[src/rtl/priority_grant_decoder.sv]
// priority_grant_decoder
// Consumer side of a 4-channel priority encoder interface. Accepts an
// encoded request (V, Y), issues a registered one-hot grant, and holds it
// until the granted channel strobes done or TIMEOUT cycles elapse. A
// one-cycle RELEASE state separates consecutive grants.

module priority_grant_decoder #(
    parameter int TIMEOUT = 16
) (
    input  logic       clk,
    input  logic       rst,
    input  logic       V,
    input  logic [1:0] Y,
    input  logic [3:0] done,
    output logic [3:0] grant,
    output logic [1:0] grant_idx,
    output logic       busy,
    output logic       timeout
);

    // Hold counter counts 0..TIMEOUT-1, so $clog2(TIMEOUT) bits always fit.
    localparam int CNT_W = (TIMEOUT > 2) ? $clog2(TIMEOUT) : 1;
    localparam logic [CNT_W-1:0] CNT_LAST = CNT_W'(TIMEOUT - 1);

    typedef enum logic [1:0] {
        S_IDLE    = 2'd0,
        S_GRANT   = 2'd1,
        S_RELEASE = 2'd2
    } state_t;

    state_t           r_state;
    state_t           w_state_nxt;
    logic [CNT_W-1:0] r_cnt;
    logic [CNT_W-1:0] w_cnt_nxt;
    logic [3:0]       r_grant;
    logic [3:0]       w_grant_nxt;
    logic [1:0]       r_idx;
    logic [1:0]       w_idx_nxt;
    logic             r_busy;
    logic             w_busy_nxt;
    logic             r_timeout;
    logic             w_timeout_nxt;
    logic             w_done_sel;
    logic             w_cnt_at_last;

    // Binary index to one-hot channel mask.
    function automatic logic [3:0] onehot4(input logic [1:0] idx);
        logic [3:0] m;
        m      = 4'b0000;
        m[idx] = 1'b1;
        return m;
    endfunction

    // Only the granted channel's done strobe is meaningful.
    assign w_done_sel    = done[r_idx];
    assign w_cnt_at_last = (r_cnt == CNT_LAST);

    // State register; reset forces IDLE without waiting for a clock edge.
    always_ff @(posedge clk or posedge rst) begin
        if (rst) begin
            r_state <= S_IDLE;
        end else begin
            r_state <= w_state_nxt;
        end
    end

    // Next-state logic and next values of every registered output.
    always_comb begin
        w_state_nxt   = r_state;
        w_cnt_nxt     = r_cnt;
        w_grant_nxt   = r_grant;
        w_idx_nxt     = r_idx;
        w_busy_nxt    = r_busy;
        w_timeout_nxt = 1'b0;

        case (r_state)
            S_IDLE: begin
                w_grant_nxt = 4'b0000;
                w_busy_nxt  = 1'b0;
                if (V) begin
                    w_state_nxt = S_GRANT;
                    w_idx_nxt   = Y;
                    w_grant_nxt = onehot4(Y);
                    w_cnt_nxt   = '0;
                    w_busy_nxt  = 1'b1;
                end
            end

            S_GRANT: begin
                // done takes precedence over timeout on the same edge.
                if (w_done_sel) begin
                    w_state_nxt = S_RELEASE;
                    w_grant_nxt = 4'b0000;
                    w_busy_nxt  = 1'b1;
                end else if (w_cnt_at_last) begin
                    w_state_nxt   = S_RELEASE;
                    w_grant_nxt   = 4'b0000;
                    w_busy_nxt    = 1'b1;
                    w_timeout_nxt = 1'b1;
                end else begin
                    w_cnt_nxt = r_cnt + CNT_W'(1);
                end
            end

            S_RELEASE: begin
                // V is deliberately not sampled here to enforce the gap.
                w_state_nxt = S_IDLE;
                w_grant_nxt = 4'b0000;
                w_busy_nxt  = 1'b0;
            end

            default: begin
                w_state_nxt = S_IDLE;
                w_cnt_nxt   = '0;
                w_grant_nxt = 4'b0000;
                w_busy_nxt  = 1'b0;
            end
        endcase
    end

    // Counter and output registers; reset clears them asynchronously.
    always_ff @(posedge clk or posedge rst) begin
        if (rst) begin
            r_cnt     <= '0;
            r_grant   <= 4'b0000;
            r_idx     <= 2'b00;
            r_busy    <= 1'b0;
            r_timeout <= 1'b0;
        end else begin
            r_cnt     <= w_cnt_nxt;
            r_grant   <= w_grant_nxt;
            r_idx     <= w_idx_nxt;
            r_busy    <= w_busy_nxt;
            r_timeout <= w_timeout_nxt;
        end
    end

    assign grant     = r_grant;
    assign grant_idx = r_idx;
    assign busy      = r_busy;
    assign timeout   = r_timeout;

    // The grant vector must never have more than one bit set.
    a_grant_onehot0: assert property (@(posedge clk) disable iff (rst) $onehot0(grant));

endmodule

[config.mk]
export PLATFORM = sky130hd
export DESIGN_NAME = priority_grant_decoder
export DESIGN_NICKNAME = d
export VERILOG_FILES = /design/src/rtl/priority_grant_decoder.sv
export SDC_FILE = /design/constraint.sdc
export NUM_CORES = 1
export LEC_CHECK = 0
export BUFFER_PORTS_ARGS = -buffer_cell sky130_fd_sc_hd__buf_2
export CAP_MARGIN = 25
export CORE_AREA = 5 5 51 53
export DETAILED_ROUTE_END_ITERATION = 7
export DIE_AREA = 0 0 56 58
export SETUP_SLACK_MARGIN = 0.5
export SYNTH_ARGS = -nofsm -noshare
export SYNTH_HDL_FRONTEND = slang
export SYNTH_SLANG_ARGS = --single-unit
[constraint.sdc]
create_clock -name clk -period 3.7 [get_ports clk]
set_input_delay 0.185 -clock clk [delete_from_list [all_inputs] [get_ports clk]]
set_output_delay 0.185 -clock clk [all_outputs]
set_load 0.02 [all_outputs]
# After elaboration in Yosys (flattened, before gate mapping)
# Index checks and enable logic that the tools add are counted.
dict set report totals {
  ff_bits 14
  input_bits 9
  out_inout_bits 8
  wordCells 46
}
dict set report op_classes {
  add_sub_neg 1
  magnitude_cmp 3
  n_eq_ne 7
  muxes 23
  bitwise 1
  n_reduce_logical 5
}
# cell n
set op_table {}
lappend op_table {{4-bit two-way mux} 6}
lappend op_table {{4-bit one-hot mux with 3 select lines} 1}
lappend op_table {{1-bit two-way mux} 8}
lappend op_table {{4-bit one-hot mux with 2 select lines} 1}
lappend op_table {{2-bit by 3-bit less-than comparator with 1-bit output (second input constant)} 2}
lappend op_table {{2-bit two-way mux} 3}
lappend op_table {{2-bit inequality test (second input constant)} 3}
lappend op_table {{4-bit by 1-bit adder with 4-bit output (second input constant)} 1}
lappend op_table {{4-bit == test (second input constant)} 1}
lappend op_table {{2-bit one-hot mux with 2 select lines} 1}
lappend op_table {{2-bit AND reduction} 2}
lappend op_table {{4-bit AND reduction} 1}
lappend op_table {{3-bit inequality test (second input constant)} 1}
lappend op_table {{1-bit binary-select mux with 2-bit select} 1}
lappend op_table {{1-bit demux with 2-bit select} 1}
lappend op_table {{2-bit by 1-bit == test with 1-bit output (second input constant)} 1}
lappend op_table {{2-bit == test (second input constant)} 1}
lappend op_table {{2-bit by 1-bit >= comparator with 1-bit output (second input constant)} 1}
lappend op_table {{2-bit logical NOT} 1}
lappend op_table {{1-bit one-hot mux with 2 select lines} 1}
lappend op_table {{1-bit logical AND} 1}
lappend op_table {{1-bit inverter} 1}

# Depth between registers and ports, before layout
dict set report logic_depth {
  ltp_word 6
  depth_mapped 5
  ltp_nobuf 4
}

# Least setup slack after synthesis
# OpenSTA, ideal clock, no wires.
dict set report synth_path {
  path_type {flip-flop to flip-flop}
  start {register r_idx[0] (netlist: grant_idx[0])}
  end {register r_cnt[3]}
  setup_ps 124
  arrival_ps 1710
  path_slack_ps 1866
  path_stages_with_launch 5
  path_buffers 1
  cell_sequence {dfrtp_1 > mux4_2 > buf_6 > o311a_1 > a211o_1}
}
dict set report synth_via {
  elab_chain_cells 4
}
# item line_no
set synth_lines {}
lappend synth_lines {{start, declared} 37} ;# logic [1:0] r_idx;
lappend synth_lines {{start signal, assigned} 132} ;# r_idx <= w_idx_nxt;
lappend synth_lines {{1-bit binary-select mux with 2-bit select} 55} ;# assign w_done_sel = done[r_idx];
lappend synth_lines {{1-bit two-way mux (not written as such)} 55}
lappend synth_lines {{2-bit inequality test (no source line)} --}
lappend synth_lines {{4-bit AND reduction (no source line)} --}
lappend synth_lines {{end signal, assigned} 130} ;# r_cnt <= w_cnt_nxt;
lappend synth_lines {{end, declared} 33} ;# logic [CNT_W-1:0] r_cnt;
# No other way between the ends. The select of a mux whose other input is x is not followed.
# A chain may end at the register's enable or synchronous reset.

# Worst setup path after layout
# Same ends and word-level chain as after synthesis.

==> flow_summary_export.csv <==
group,metric,value,unit
critical_path,required,3.87,ns
pwr,clkPwrFrac,19.1,%
sta,slew_headroom,59.70,%
critical_path,critPathMaxFanout,10,
global_route,overflow,0,
drt,drt_first_pass_iters,4,
sta,fin_skew,0.0008490,ns
clock_network,cts_max_path_buffers,2,
sta,setup_viol_count_final,0,
yosys,yosys_warnings,0,
drt,drc,0,
pwr,pwr-share-comb,39.4,%
flow_run,cap_viol_max_count,0,
yosys,synth_area_per_cell,11.32,um^2
clock_network,insertion_delay,0.27,ns
min_path,hp-class,"input port to register",
drt,wl_met2,586,um
drt,routed_wl,1330,um
clock_network,cts_tree,"built",
critical_path,r2r-start,"grant_idx[0]",
sta,max_freq,567.7,MHz
global_route,grt_use_total,8.653,%
sta,period_share,47.61,%
outcome,outcome,"finished, final reports clean",
clock_network,cts_hold_buf,1,
cells_and_area,fillers,211,
placement,dp_hpwl,1008,um
yosys,synth_edf_count,0,
die,die_w,56,um
drt,wl_per_cell,12.67,um
clock_network,post_cts_buffers,0,
die,start_util,31.73,%
clock_network,path_clk_slew,0.08,ns
yosys,ys_types,27,
global_route,grt_first_pass_wirelength,2166,um
critical_path,r2r_end,"r_cnt[3]",
yosys,seq_area_frac_synth,52.43,%
critical_path,endpoint_kind,"register",
yosys,syn_nets,69,
min_path,holdPathEnd,"grant[2]",
pwr,peakVddDrop,0.0003083,V
pwr,p_per_area,704.7,nW/um^2
die,die-area,3248,um^2
drt,vias,514,
die,die_height,58,um
sta,min_period,1.762,ns
placement,dpl_cell_area,764.5,um^2
sta,finalHoldViolations,0,
critical_path,path_class,"register to register",
yosys,yosys_register_bits,14,
min_path,hold_depth,2,
pwr,p_sw,0.2219,mW
global_route,grt_pass1_vias,476,
cells_and_area,final_layout_size_suffix_gt1_share,32.47,%
yosys,ys.flop_type,"dfrtp_1",
drt,drt_iter0_drc,14,
placement,portBuffers,16,
die,rows,17,
die,fp.coreArea,2106,um^2
min_path,hold_path.startpoint,"Y[0]",
yosys,synthArstFlopShare,100.0,%
pwr,p_sw_share,38.83,%
sta,slew_violations,0,
drt,ant_nets,0,
pwr,intPower,0.3495,mW
cells_and_area,final_common_cell,"buf_2",
global_route,antenna_found_initial,0,
placement,place.gp.congestion,0.7359,
critical_path,worstPathArrival,1.93,ns
sta,final.setup.tns,0,ns
global_route,grt_max_degree,15,
critical_path,rrSetupSlack,1.94,ns
critical_path,start_kind,"register",
clock_network,clkSinkCount,14,
drt,top_layer,"met4",
clock_network,numCtsBuffers,3,
critical_path,r2r_cells,3,
cells_and_area,final_nets,88,
cells_and_area,layout_common_cells,"buf_2 (16), dfrtp_1 (14), inv_1 (4), nor2_1 (4)",
clock_network,htree_levels,1,
drt,met3WireLength,72,um
yosys,syn_area,668.1,um^2
sta,worst-slew-pin-transition,0.6031,ns
cells_and_area,synthToLayoutAreaGrowth,21.35,%
cells_and_area,fin_area,810.8,um^2
pwr,p_leak,0.4083,nW
pwr,pwr-share-seq,41.5,%
sta,rsz0062_at_grt,"false",
clock_network,cts_root_buffer,"clkbuf_4",
drt,routed_via_density,4.895,
clock_network,cts-resized-gates,0,
cells_and_area,antenna_cells,0,
drt,wl_met1,643,um
yosys,syn_inst,59,
die,io_pins,17,
-- power groups by stage --
stage               combinational, mW  sequential (mW)  clock, mW
finish                          0.225            0.237      0.109
CTS                             0.227            0.237      0.113
floorplan                       0.161            0.255          0
global route                    0.249            0.244      0.120
global placement                0.225            0.239          0
detailed placement              0.226            0.240          0
-- per-layer routing --
| layer | track usage, % | up-vias |
|---|---|---|
| li1 | - | 254 |
| met5 | 0 | - |
| met2 | 12.35 | 13 |
| met3 | 2.004 | 2 |
| met1 | 11.48 | 245 |
| met4 | 6.102 | 0 |
-- final cells by class --
type	instances	area [um^2]	share of cell area, %
clock buffers	4	36.28	4.475
inverters	4	15.01	1.852
multi-input cells	38	284.0	35.03
flip-flops and latches	14	350.3	43.21
well taps	28	35.03	4.321
repair buffers	17	90.09	11.11
-- stage by stage --
stage	worst slack [ns]	std cells	util [%]	power, mW	hold slack [ns]
after floorplan	1.866	59	-	0.4165	0.07422
after global placement	1.978	100	36.30	0.4647	0.2576
after detailed placement	1.935	100	36.30	0.4661	0.2608
after CTS	1.926	105	38.50	0.5775	0.1228
after global routing	1.883	105	38.50	0.6135	0.1317
final	1.938	105	38.50	0.5714	0.1252
-- state kept, by name, summed over array words and instances, names as in the netlist --
name / count
busy: 1
grant: 4
grant_idx: 2
r_cnt: 4
r_state: 2
timeout: 1
-- worst max path at each step --
stage | startpoint | endpoint | cells past startpoint
after CTS | grant_idx[0] | r_cnt[3] | 3
after floorplan | grant_idx[0] | r_cnt[3] | 4
after global placement | grant_idx[0] | r_cnt[3] | 3
after global routing | grant_idx[0] | r_cnt[3] | 3
after detailed placement | grant_idx[0] | r_cnt[3] | 3
final | grant_idx[0] | r_cnt[3] | 3
-- critical path, cell delays in order (launching register included) --
cell     delay, ns
dfrtp_1       0.39
mux4_2        0.64
o311a_1       0.37
a211o_1       0.26
-- kinds of logic after synthesis --
logic type / synth area share (%)
compound gates: 17.79
fa+ha+maj: 1.872
buf+inv: 5.056
flops: 52.44
mux: 5.056
simple gates: 17.79
-- synth_stat cells, types with 2 or more instances --
cell	instances	area, um^2
dfrtp_1	14	350.3
inv_1	4	15.01
nor2_1	4	15.01
a32o_1	3	30.03
nand2_1	3	11.26
nor3b_1	3	22.52
a211o_1	2	17.52
clkbuf_1	2	7.510
nand2b_1	2	12.51
nor2b_1	2	12.51
nor4_1	2	12.51
o21ai_0	2	10.01
o2bb2ai_1	2	17.52
Power figures use the tool's default switching activity.
